### src/rtl/uart_piso_frame_if.sv
// Bus between the TX control logic and the UART frame serialiser.
interface uart_piso_frame_if #(
    parameter int unsigned MAX_DATA_BITS = 9
);
    logic [MAX_DATA_BITS-1:0] data_in;
    logic [3:0]               data_len;
    logic [2:0]               parity_type;
    logic                     stop_bits;
    logic                     send;
    logic                     tx_ready;
    logic                     data_out;
    logic                     p_parity_out;
    logic                     tx_active;
    logic                     tx_done;

    modport master (
        output data_in, data_len, parity_type, stop_bits, send,
        input  tx_ready, data_out, p_parity_out, tx_active, tx_done
    );

    modport slave (
        input  data_in, data_len, parity_type, stop_bits, send,
        output tx_ready, data_out, p_parity_out, tx_active, tx_done
    );
endinterface

### src/rtl/uart_piso_frame.sv
// UART transmit serialiser: one-frame holding buffer feeding a start/data/parity/stop
// shift stage. Clocked by the baud generator, one edge per bit period.
module uart_piso_frame #(
    parameter int unsigned MAX_DATA_BITS = 9
) (
    input logic               BaudOut,
    input logic               rst,
    uart_piso_frame_if.slave  bus
);

    typedef enum logic [2:0] {StIdle, StStart, StData, StParity, StStop} stateT;

    localparam logic [3:0] MaxLen = 4'(MAX_DATA_BITS);

    // Holding stage
    logic [MAX_DATA_BITS-1:0] holdDataQ, holdDataD;
    logic [3:0]               holdLenQ, holdLenD;
    logic [2:0]               holdParQ, holdParD;
    logic                     holdStop2Q, holdStop2D;
    logic                     holdFullQ, holdFullD;

    // Shift stage
    stateT                    stateQ, stateD;
    logic [MAX_DATA_BITS-1:0] shiftQ, shiftD;
    logic [3:0]               bitCntQ, bitCntD;
    logic [3:0]               lenQ, lenD;
    logic                     parEnQ, parEnD;
    logic                     parQ, parD;
    logic                     stop2Q, stop2D;
    logic                     lineQ, lineD;
    logic                     doneQ, doneD;

    logic                     load;
    logic [3:0]               lenClamp;
    logic [MAX_DATA_BITS-1:0] holdMasked;
    logic                     holdParEn;
    logic                     holdParBit;

    // Clamp the requested data length into 5..MAX_DATA_BITS
    always_comb begin
        lenClamp = bus.data_len;
        if (bus.data_len < 4'd5) begin
            lenClamp = 4'd5;
        end else if (bus.data_len > MaxLen) begin
            lenClamp = MaxLen;
        end
    end

    // Parity of the queued frame, over its N data bits only
    always_comb begin
        holdMasked = '0;
        for (int i = 0; i < MAX_DATA_BITS; i++) begin
            holdMasked[i] = holdDataQ[i] & (4'(i) < holdLenQ);
        end
        holdParEn  = 1'b0;
        holdParBit = 1'b0;
        case (holdParQ)
            3'd1: begin holdParEn = 1'b1; holdParBit = ~^holdMasked; end
            3'd2: begin holdParEn = 1'b1; holdParBit = ^holdMasked;  end
            3'd3: begin holdParEn = 1'b1; holdParBit = 1'b1;         end
            3'd4: begin holdParEn = 1'b1; holdParBit = 1'b0;         end
            default: ;
        endcase
    end

    // Shift-stage FSM; lineD is the level the line takes in the next bit period
    always_comb begin
        stateD = stateQ;
        shiftD = shiftQ;
        bitCntD = bitCntQ;
        lenD = lenQ;
        parEnD = parEnQ;
        parD = parQ;
        stop2D = stop2Q;
        lineD = lineQ;
        doneD = 1'b0;
        load = 1'b0;
        unique case (stateQ)
            StIdle: begin
                lineD = 1'b1;
                if (holdFullQ) load = 1'b1;
            end
            StStart: begin
                stateD = StData;
                bitCntD = 4'd0;
                lineD = shiftQ[0];
            end
            StData: begin
                if (bitCntQ == lenQ - 4'd1) begin
                    bitCntD = 4'd0;
                    if (parEnQ) begin
                        stateD = StParity;
                        lineD = parQ;
                    end else begin
                        stateD = StStop;
                        lineD = 1'b1;
                    end
                end else begin
                    shiftD = shiftQ >> 1;
                    bitCntD = bitCntQ + 4'd1;
                    lineD = shiftQ[1];
                end
            end
            StParity: begin
                stateD = StStop;
                bitCntD = 4'd0;
                lineD = 1'b1;
            end
            StStop: begin
                if (bitCntQ == {3'b000, stop2Q}) begin
                    doneD = 1'b1;
                    if (holdFullQ) begin
                        load = 1'b1;
                    end else begin
                        stateD = StIdle;
                        lineD = 1'b1;
                        parD = 1'b0;
                    end
                end else begin
                    bitCntD = bitCntQ + 4'd1;
                    lineD = 1'b1;
                end
            end
            default: begin
                stateD = StIdle;
                lineD = 1'b1;
                parD = 1'b0;
            end
        endcase
        // Transfer from holding: the new start bit goes out at this same edge
        if (load) begin
            stateD = StStart;
            shiftD = holdDataQ;
            lenD = holdLenQ;
            parEnD = holdParEn;
            parD = holdParBit;
            stop2D = holdStop2Q;
            bitCntD = 4'd0;
            lineD = 1'b0;
        end
    end

    // Holding register: transfer empties it, accept fills it (never both in one cycle)
    always_comb begin
        holdDataD = holdDataQ;
        holdLenD = holdLenQ;
        holdParD = holdParQ;
        holdStop2D = holdStop2Q;
        holdFullD = holdFullQ;
        if (load) begin
            holdFullD = 1'b0;
        end else if (bus.send && !holdFullQ) begin
            holdDataD = bus.data_in;
            holdLenD = lenClamp;
            holdParD = bus.parity_type;
            holdStop2D = bus.stop_bits;
            holdFullD = 1'b1;
        end
    end

    // State registers with synchronous reset
    always_ff @(posedge BaudOut) begin
        if (rst) begin
            holdDataQ <= '0;
            holdLenQ <= 4'd0;
            holdParQ <= 3'd0;
            holdStop2Q <= 1'b0;
            holdFullQ <= 1'b0;
            stateQ <= StIdle;
            shiftQ <= '0;
            bitCntQ <= 4'd0;
            lenQ <= 4'd0;
            parEnQ <= 1'b0;
            parQ <= 1'b0;
            stop2Q <= 1'b0;
            lineQ <= 1'b1;
            doneQ <= 1'b0;
        end else begin
            holdDataQ <= holdDataD;
            holdLenQ <= holdLenD;
            holdParQ <= holdParD;
            holdStop2Q <= holdStop2D;
            holdFullQ <= holdFullD;
            stateQ <= stateD;
            shiftQ <= shiftD;
            bitCntQ <= bitCntD;
            lenQ <= lenD;
            parEnQ <= parEnD;
            parQ <= parD;
            stop2Q <= stop2D;
            lineQ <= lineD;
            doneQ <= doneD;
        end
    end

    assign bus.tx_ready = ~holdFullQ;
    assign bus.data_out = lineQ;
    assign bus.p_parity_out = parQ;
    assign bus.tx_active = (stateQ != StIdle);
    assign bus.tx_done = doneQ;

endmodule

### src/flat_wrapper.sv
// flat-port wrapper written by rule: the top's interface ports become plain ports
module uart_piso_frame_flat 
#(
    parameter int unsigned MAX_DATA_BITS = 9
)
  (BaudOut, rst, bus_data_in, bus_data_len, bus_parity_type, bus_stop_bits, bus_send, bus_tx_ready, bus_data_out, bus_p_parity_out, bus_tx_active, bus_tx_done);
  uart_piso_frame_if #(.MAX_DATA_BITS(MAX_DATA_BITS)) bus_i ();
  input logic BaudOut;
  input logic rst;
  input wire logic [$bits(bus_i.data_in)-1:0] bus_data_in;
  input wire logic [$bits(bus_i.data_len)-1:0] bus_data_len;
  input wire logic [$bits(bus_i.parity_type)-1:0] bus_parity_type;
  input wire logic [$bits(bus_i.stop_bits)-1:0] bus_stop_bits;
  input wire logic [$bits(bus_i.send)-1:0] bus_send;
  output wire logic [$bits(bus_i.tx_ready)-1:0] bus_tx_ready;
  output wire logic [$bits(bus_i.data_out)-1:0] bus_data_out;
  output wire logic [$bits(bus_i.p_parity_out)-1:0] bus_p_parity_out;
  output wire logic [$bits(bus_i.tx_active)-1:0] bus_tx_active;
  output wire logic [$bits(bus_i.tx_done)-1:0] bus_tx_done;
  assign bus_i.data_in = bus_data_in;
  assign bus_i.data_len = bus_data_len;
  assign bus_i.parity_type = bus_parity_type;
  assign bus_i.stop_bits = bus_stop_bits;
  assign bus_i.send = bus_send;
  assign bus_tx_ready = bus_i.tx_ready;
  assign bus_data_out = bus_i.data_out;
  assign bus_p_parity_out = bus_i.p_parity_out;
  assign bus_tx_active = bus_i.tx_active;
  assign bus_tx_done = bus_i.tx_done;
  uart_piso_frame #(.MAX_DATA_BITS(MAX_DATA_BITS)) u_core (.BaudOut(BaudOut), .rst(rst), .bus(bus_i));
endmodule
### config.mk
export PLATFORM = sky130hd
export DESIGN_NAME = uart_piso_frame_flat
export DESIGN_NICKNAME = d
export VERILOG_FILES = /design/src/rtl/uart_piso_frame_if.sv /design/src/rtl/uart_piso_frame.sv /design/src/flat_wrapper.sv
export SDC_FILE = /design/constraint.sdc
export NUM_CORES = 1
export LEC_CHECK = 0
export ABC_AREA = 1
export BUFFER_PORTS_ARGS = -buffer_cell sky130_fd_sc_hd__buf_2
export CORE_MARGIN = 5
export CORE_UTILIZATION = 40
export DETAILED_ROUTE_END_ITERATION = 10
export PLACE_DENSITY = 0.71
export SLEW_MARGIN = 20
export SYNTH_ARGS = -nofsm -noshare
export SYNTH_HDL_FRONTEND = slang
export SYNTH_SLANG_ARGS = --single-unit
export TNS_END_PERCENT = 10
### constraint.sdc
create_clock -name BaudOut -period 1.89 [get_ports BaudOut]
set_clock_uncertainty 0.1 [all_clocks]
set_input_delay 0.378 -clock BaudOut [delete_from_list [all_inputs] [get_ports BaudOut]]
set_output_delay 0.378 -clock BaudOut [all_outputs]
set_load 0.02 [all_outputs]
==> results of run 1 <==
[power by group through the flow]
stage / combinational [W] / sequential, W / clock (W)
floorplan: 0.000300 / 0.00104 / 0
global placement: 0.000404 / 0.00104 / 0
detailed placement: 0.000412 / 0.00104 / 0
CTS: 0.000419 / 0.00102 / 0.000614
global route: 0.000508 / 0.00104 / 0.000646
finish: 0.000445 / 0.00103 / 0.000600
[worst max path at each step]
stage	from	to	cells past startpoint
2_1_floorplan	u_core.lenQ[0]$_SDFFE_PP0P_	u_core.shiftQ[1]$_SDFFE_PP0P_	13
3_3_place_gp	u_core.lenQ[0]$_SDFFE_PP0P_	u_core.bitCntQ[0]$_SDFFE_PP0P_	10
3_5_place_dp	u_core.lenQ[0]$_SDFFE_PP0P_	u_core.bitCntQ[3]$_SDFFE_PP0P_	10
4_1_cts	u_core.lenQ[0]$_SDFFE_PP0P_	u_core.shiftQ[1]$_SDFFE_PP0P_	13
5_1_grt	u_core.lenQ[0]$_SDFFE_PP0P_	u_core.shiftQ[7]$_SDFFE_PP0P_	13
6_report	u_core.stateQ[0]$_SDFFE_PP0P_	bus_tx_active	5
[layer usage]
| metal | part of all wire | global-route usage | vias to the layer above |
|---|---|---|---|
| li1 | - | - | 1106 |
| met4 | 0.016 | 0.0760 | 0 |
| met2 | 0.46 | 0.242 | 43 |
| met5 | 0 | 0 | - |
| met1 | 0.48 | 0.184 | 919 |
| met3 | 0.044 | 0.0247 | 5 |
[worst reg2reg max path: cells and delay by family, from the launching register on]
kind                       cells  cell delay, ps
DFF                            1             350
AOI/OAI and AO/OA              1              60
buffers and inverters          4             310
adders and majority gates      1             150
xor gates and xnor gates       2             300
and+or+nand+nor                5             460
[state kept, by name, indices dropped and copies added, names as in the netlist, 3 cells and up]
| signal | flops |
|---|---|
| u_core.bitCntQ | 4 |
| u_core.holdDataQ | 9 |
| u_core.holdLenQ | 4 |
| u_core.holdParQ | 3 |
| u_core.lenQ | 4 |
| u_core.shiftQ | 9 |
| u_core.stateQ | 3 |
[per-stage QoR]
| step | utilization | std cells | setup WS (ps) | cell area (sq um) |
|---|---|---|---|---|
| 4_1_cts | 0.484 | 427 | -30.0 | 2520 |
| 3_3_place_gp | 0.465 | 418 | -21.0 | 2420 |
| 5_1_grt | 0.496 | 429 | -126 | 2580 |
| 3_5_place_dp | 0.465 | 418 | -35.8 | 2420 |
| 2_1_floorplan | - | 323 | 107 | 2180 |
| 6_report | 0.496 | 429 | 17.5 | 2580 |
[cells in the final DEF (no fill, tap or decap)]
cell        count
a211oi_1        2
a21boi_1        1
a21oi_1        20
a21oi_2         1
a31oi_1         8
and3_1          1
buf_2          24
buf_4          11
clkbuf_8        5
clkinv_2        1
clkinvlp_4      3
dfxtp_1        38
dfxtp_2         5
ha_1            1
ha_4            1
inv_1          36
inv_2           6
inv_4           1
nand2_1        73
nand2_2         6
nand2_4         1
nand3_1        11
nand3_2         5
nand4_1         2
nor2_1         41
nor2_2          5
nor2_4          2
nor3_1          5
o211ai_1        1
o21a_1          1
o21ai_0        26
o21ai_1         4
o21ai_2         1
o22ai_1         1
xnor2_1         4
xnor2_2         1
xor2_1          4
[timing repair]
action	CTS	global route
gates cloned	1	0
gates resized for setup	4	19
buffers inserted	0	2
pin swaps	0	6
endpoints found under the setup margin	14	20
[cell type report]
type                            instances  share of cell area
Multi-Input combinational cell        229               0.451
Inverter                               43              0.0635
Timing Repair Buffer                   35              0.0785
Tap cell                               70              0.0339
Clock buffer                            5              0.0266
Timing Repair inverter                  1             0.00291
Clock inverter                          3             0.00775
Sequential cell                        43               0.336
[logic make-up after synthesis]
kind of cell               synth area share
and+or+nand+nor                       0.303
DFF                                   0.396
buffers and inverters                0.0891
xor gates and xnor gates             0.0362
AOI/OAI and AO/OA                     0.164
adders and majority gates            0.0115
==> impl_metrics.yaml, run 1 <==
hold_path:
  hold_end: "u_core.holdParQ[2]$_SDFFE_PP0P_"
  hold_path.class: "in -> reg"
  min-delay-start: "bus_parity_type[2]"
  hold_depth: 3
layout:
  ff_latch_area_sq_um: 867
  antenna_cells: 0
  multi_input_area_sq_mm: 0.00116
  drive_gt1_frac: 0.220
  fin_nets: 380
  fillers: 542
  area_growth_pct: 18.7
power_and_ir_drop:
  swShare: 0.323
  power_frac_comb: 0.214
  clkPwrFrac: 0.289
  p_per_area_mw_per_mm2: 804
  leakagePower_nw: 1.16
  p_int_w: 0.00140
  total_power_w: 0.00208
  p_seq_frac: 0.496
  p_switching_w: 0.000671
  vdd_ir_drop_max_v: 0.000519
critical_path:
  endpoint_kind: "output pin"
  crit_type: "reg -> out"
  ff2ff_path_depth: 13
  cp_slowest_cell: "dfxtp_1"
  cp.required_ps: 1410
  r2r-start: "u_core.lenQ[0]$_SDFFE_PP0P_"
  slowest_delay_ps: 340
  worstPathArrival_ps: 1390
  cp.buffers_inverters: 3
  path_cells: "nor2_1 > inv_1 > nor2_1 > inv_1 > buf_2"
  rr_endpoint: "u_core.shiftQ[2]$_SDFFE_PP0P_"
  cp_max_fo: 3
  rrSetupSlack_ps: 50
  cp-start-kind: "register"
  crit_family: "simple AND/OR/NAND/NOR gates"
yosys:
  synth.distinct_cells: 28
  async_flop_share: 0
  synth-warning-count: 0
  synth_edf_count: 0
  yosysTopAreaCell: "dfxtp_1"
  synth-seq-cells: 43
  synthFlopType: "dfxtp_1"
  syn_area_sq_mm: 0.00218
  synth_commonest_cells: "nand2_1, dfxtp_1, nor2_1"
  seq_area_frac_synth: 0.396
  synthDominantCellAreaShare: 0.396
  synth_nets: 345
  synth_most_common_cell: "nand2_1"
  syn-mean-instance-area_sq_um: 6.74
  synth_area_leaders: "dfxtp_1, nand2_1, nor2_1"
  netlist_instances: 323
timing:
  setup_violations: 0
  period_share: 0.991
  relSlewSlack: 0.569
  worst_pin_slew_ps: 646
  maxClockFrequency_mhz: 534
  drv_slew: 0
  finalCriticalPeriod_ps: 1870
  hold_violations: 0
  whs_ps: 191
  rsz0062_at_grt: "yes"
  fin_setup_tns_ps: 0
die:
  rows: 26
  coreArea_sq_mm: 0.00520
  initial_core_util: 0.418
  die_width_um: 83.8
  ios: 25
  dieArea_sq_mm: 0.00701
  die_height_um: 83.8
placed_design:
  portBuffers: 24
  gp_congestion: 0.884
  hpwl_mm: 3.72
clocking:
  cts_tree: "built"
  cts.htree.levels: 2
  hold_buffers: 0
  clock-root-buffer: "clkbuf_8"
  cts_buffers: 5
  clk_pin_slew_ps: 90
  clk_latency_ps: 300
  clockBufferDepth: 2
  cts.sinks: 43
detailed_routing:
  drc: 0
  routedWlPerCell_um: 12.0
  drt_iter0_markers: 83
  vias_per_cell: 4.83
  first_pass_iters: 4
  antenna_left: 0
  routed_wirelength_mm: 5.14
  vias: 2073
global_routing:
  grt_start_max_net_pins: 23
  grt_usage: 0.147
  antenna_found_initial: 0
  grt_overflow: 0
  grt_pass1_wl_mm: 8.52
  grt_pass1_vias: 1934
job:
  drv_cap: 0
run_status:
  status: "complete, no violations"
Power figures use the tool's default switching activity.
==> run 2, diff against run 1 <==
Settings changed: REMOVE_ABC_BUFFERS set to 1.
==> run 2 against run 1 <==
  * Hold slack improved by 4.6 ps
  * Global-route usage rose by 0.36 points
  * Sequential share of layout area rose by 0.25 points
  * Critical path type is now reg -> reg
  * Largest power group unchanged
  * Die area did not move
  * Clock-buffer cell count rose by 1
  * Critical path depth rose by 8
  * Largest cell class unchanged
  * First-iteration DRC count rose by 61%
  * Power rose by 6.2%
  * Utilization fell by 0.36 points
==> impl_metrics.yaml, run 2 (synthesized netlist as in run 1, its figures left out) <==
run_status:
  status: "complete, no violations"
power_and_ir_drop:
  vdd_ir_drop_max_v: 0.000463
  p_per_area_mw_per_mm2: 860
  leakagePower_nw: 1.14
die:
  die_width_um: 83.8
  ios: 25
  die_height_um: 83.8
  rows: 26
  coreArea_sq_mm: 0.00520
  dieArea_sq_mm: 0.00701
  initial_core_util: 0.418
critical_path:
  cp_max_fo: 3
  cp.required_ps: 2040
  crit_type: "reg -> reg"
  endpoint_kind: "register"
  ff2ff_path_depth: 13
  worstPathArrival_ps: 1920
  cp-start-kind: "register"
clocking:
  cts_buffers: 5
  cts.htree.levels: 2
  post_cts_buffers: 0
  cts.sinks: 43
  cts_tree: "built"
  clk_latency_ps: 300
  clk_pin_slew_ps: 80
  clockBufferDepth: 2
  hold_buffers: 0
  clock-root-buffer: "clkbuf_8"
detailed_routing:
  drc: 0
  vias: 2027
  drt_iter0_markers: 134
  first_pass_iters: 4
  antenna_left: 0
  vias_per_cell: 4.78
  routedWlPerCell_um: 12.0
  routed_wirelength_mm: 5.09
layout:
  fin_nets: 375
  drive_gt1_frac: 0.206
  layout.cells.non_filler: 424
  antenna_cells: 0
  reg.largest.list: "u_core.holdDataQ x9, u_core.shiftQ x9"
  area_growth_pct: 17.8
  final_common_cell: "nand2_1"
  final_cell_mix: "nand2_1, nor2_1, dfxtp_1"
placed_design:
  portBuffers: 24
  place_ws_ps: -38.0
  gp_congestion: 0.859
  hpwl_mm: 3.74
  placedCellCount: 415
global_routing:
  grt_pass1_wl_mm: 8.65
  grt_start_max_net_pins: 24
  grt_pass1_vias: 1888
  grt_overflow: 0
  grt_usage: 0.151
  antenna_found_initial: 0
timing:
  fin_ws_ps: 124
  relSlewSlack: 0.565
  finalCriticalPeriod_ps: 1770
  worst_pin_slew_ps: 652
  hold_violations: 0
  drv_slew: 0
  period_share: 0.934
  maxClockFrequency_mhz: 566
  setup_violations: 0
job:
  drv_cap: 0
hold_path:
  hold_path.class: "in -> reg"
  hold_depth: 3
==> run 2: per-layer routing <==
metal  part of all wire  up-vias  global-route usage
li1                   -     1093                   -
met1               0.49      900               0.196
met2               0.47       30               0.244
met3              0.029        4              0.0346
met4              0.011        0              0.0526
met5                  0        -                   0
==> run 2: worst paths after layout <==
kind / to / slack (ps) / startpoint
setup / recovery: u_core.stateQ[1]$_SDFFE_PP0P_ / 120 / u_core.lenQ[0]$_SDFFE_PP0P_
hold / removal: u_core.holdDataQ[7]$_SDFFE_PP0P_ / 200 / bus_data_in[7]
setup reg to reg: u_core.stateQ[1]$_SDFFE_PP0P_ / 120 / u_core.lenQ[0]$_SDFFE_PP0P_
hold reg to reg: u_core.holdParQ[1]$_SDFFE_PP0P_ / 380 / u_core.holdParQ[1]$_SDFFE_PP0P_
==> run 2: repair_timing <==
item | in CTS | in global routing
cloned | 0 | 1
pin swaps | 0 | 3
resized for setup | 3 | 18
setup endpoints to repair | 12 | 18
==> run 2: critical path, stage by stage (launching register included) <==
cell and delay (ps):
dfxtp_2 350, inv_2 60, ha_4 260, xor2_1 130
o21ai_1 80, nor2_1 80, nand2_1 80, inv_2 90
nor2_4 50, nor2_2 90, nand2_1 70, o21ai_0 170
nand2_1 70, inv_1 50
==> run 2: layout make-up <==
type,instances,area (sq um)
Clock inverter,2,35.0
Timing Repair inverter,1,7.51
Inverter,43,164
Fill cell,547,2640
Tap cell,70,87.6
Timing Repair Buffer,30,165
Clock buffer,6,82.6
Multi-Input combinational cell,229,1150
Sequential cell,43,867
==> run 2: where the power goes <==
part           total, W  internal [W]  leakage (nW)  switching (W)
logic          0.000428      0.000163         0.729       0.000266
clock network  0.000746      0.000428        0.0612       0.000318
registers       0.00103      0.000972         0.355      0.0000589
==> run 2: metrics by stage <==
step	hold WS, ps	power (W)	setup TNS (ps)	util	area [sq um]
after floorplan	333	0.00133	0	-	2140
after global placement	352	0.00144	0	0.460	2400
after detailed placement	362	0.00145	-40.9	0.460	2400
after CTS	195	0.00219	0	0.483	2510
after global routing	192	0.00233	-5.92	0.493	2560
final	195	0.00221	0	0.493	2560
==> run 3, diff against run 2 <==
Settings changed: CORE_UTILIZATION 40 to 30, GPL_TIMING_DRIVEN set to 0, PLACE_DENSITY 0.71 to 0.59.
==> run 3 against run 2 <==
  * Clock-buffer cell count up 2
  * Clock power is 14% lower
  * Hold slack improved by 13 ps
  * Register-to-register slack hardly changed
  * First-iteration DRC count is 46% lower
  * Final cell count grew 7.3%
  * Sequential share of layout area decreased by 0.76 points
  * Sequential power barely moved
  * Sequential cell count unchanged
  * Setup slack worse by 67 ps
  * Global-route usage down 3.2 points
  * Combinational power is 3% higher
  * Critical path type is now reg -> out
  * Critical endpoint is now bus_tx_active
  * Largest cell class unchanged
  * Highest routed layer unchanged
==> impl_metrics.yaml, run 3 (synthesized netlist as in run 1, its figures left out) <==
power_and_ir_drop:
  vdd_ir_drop_max_v: 0.000317
  power_frac_comb: 0.208
  p_switching_w: 0.000632
  clkPwrFrac: 0.303
  p_seq_frac: 0.489
  swShare: 0.299
  leakagePower_nw: 1.14
  p_int_w: 0.00148
  p_per_area_mw_per_mm2: 803
clocking:
  clk_pin_slew_ps: 80
  cts.sinks: 43
  cts_tree: "built"
  clock-root-buffer: "clkbuf_8"
  cts.htree.levels: 2
  clk_latency_ps: 290
  cts_buffers: 5
  hold_buffers: 0
  clockBufferDepth: 2
timing:
  drv_slew: 0
  fin_setup_tns_ps: 0
  maxClockFrequency_mhz: 545
  hold_violations: 0
  setup_violations: 0
  period_share: 0.970
  relSlewSlack: 0.611
  worst_pin_slew_ps: 583
  whs_ps: 209
  rsz0062_at_grt: "yes"
  finalCriticalPeriod_ps: 1830
  fin_ws_ps: 56.7
global_routing:
  antenna_found_initial: 0
  grt_pass1_vias: 1899
  grt_usage: 0.119
  grt_start_max_net_pins: 24
  grt_overflow: 0
  grt_pass1_wl_mm: 8.51
layout:
  area_growth_pct: 20.7
  final_cell_mix: "nand2_1, nor2_1, dfxtp_1"
  final_common_cell: "nand2_1"
  reg.largest.list: "u_core.holdDataQ x9, u_core.shiftQ x9"
  drive_gt1_frac: 0.219
  fillers: 790
  antenna_cells: 0
  fin_nets: 377
job:
  drv_cap: 0
die:
  die_height_um: 95.2
  die_width_um: 95.2
  initial_core_util: 0.303
  coreArea_sq_mm: 0.00718
  rows: 31
  ios: 25
  dieArea_sq_mm: 0.00906
critical_path:
  cp-start-kind: "register"
  worstPathArrival_ps: 1360
  slowest_delay_ps: 350
  cp_max_fo: 3
  path_cells: "nor2_2 > inv_1 > nor2_1 > inv_1 > buf_2"
  endpoint_kind: "output pin"
  crit_family: "simple AND/OR/NAND/NOR gates"
  cp_slowest_cell: "dfxtp_1"
  cp.buffers_inverters: 3
  crit_type: "reg -> out"
  cp_common_cell: "inv_1"
  cp.required_ps: 1410
hold_path:
  hold_path.class: "in -> reg"
detailed_routing:
  routed_wirelength_mm: 5.16
  routedWlPerCell_um: 11.3
  drc: 0
  drt_iter0_markers: 73
  first_pass_iters: 4
  antenna_left: 0
  vias_per_cell: 4.53
  vias: 2061
placed_design:
  portBuffers: 24
  place_ws_ps: -506
  hpwl_mm: 3.66
  gp_congestion: 0.800
run_status:
  status: "complete, no violations"
[run 3: area by class of cell]
| cell class | count | area (sq um) | area share |
|---|---|---|---|
| multi-input cells | 229 | 1180 | 0.448 |
| flip-flops and latches | 43 | 868 | 0.331 |
| repair buffers | 31 | 173 | 0.0657 |
| inverters | 43 | 169 | 0.0643 |
| well taps | 99 | 124 | 0.0472 |
| clock buffers | 8 | 100 | 0.0381 |
| repair inverters | 2 | 15.0 | 0.00572 |
[run 3: power groups by stage]
stage                     clock network (W)  logic (W)  registers (W)
after detailed placement                  0   0.000392        0.00105
after floorplan                           0   0.000290        0.00104
after global routing               0.000701   0.000499        0.00104
after global placement                    0   0.000386        0.00105
after CTS                          0.000655   0.000405        0.00103
final                              0.000638   0.000439        0.00103
[run 3: timing repair]
action / in CTS / in global routing
gates resized for setup: 10 / 18
buffers inserted: 2 / 5
cloned: 1 / 1
pin swaps: 1 / 4
endpoints found under the setup margin: 36 / 37
[run 3: tightest hold or removal path: stages]
cell and delay [ps]:
buf_2 80, nor2_1 30, nor2_1 80
[run 3: stage by stage]
stage          instance area (sq um)  power, W  std cells   util
2_1_floorplan                   2140   0.00133        315      -
3_3_place_gp                    2390   0.00143        438  0.333
3_5_place_dp                    2390   0.00144        438  0.333
4_1_cts                         2520   0.00209        449  0.352
5_1_grt                         2630   0.00224        455  0.366
6_report                        2630   0.00211        455  0.366
[run 3: final timing paths]
check	from	to	slack, ps	depth (start not counted)
worst max-delay path	u_core.stateQ[0]$_SDFFE_PP0P_	bus_tx_active	60	5
worst min-delay path	bus_data_in[7]	u_core.holdDataQ[7]$_SDFFE_PP0P_	210	3
worst max register to register	u_core.lenQ[1]$_SDFFE_PP0P_	u_core.shiftQ[3]$_SDFFE_PP0P_	120	13
worst min register to register	u_core.holdParQ[1]$_SDFFE_PP0P_	u_core.holdParQ[1]$_SDFFE_PP0P_	370	2
[run 3: per-layer routing]
layer / global-route usage / vias to the layer above / part of all wire
met5: 0 / - / 0
li1: - / 1094 / -
met1: 0.153 / 929 / 0.48
met3: 0.0237 / 4 / 0.038
met2: 0.197 / 34 / 0.47
met4: 0.0433 / 0 / 0.013
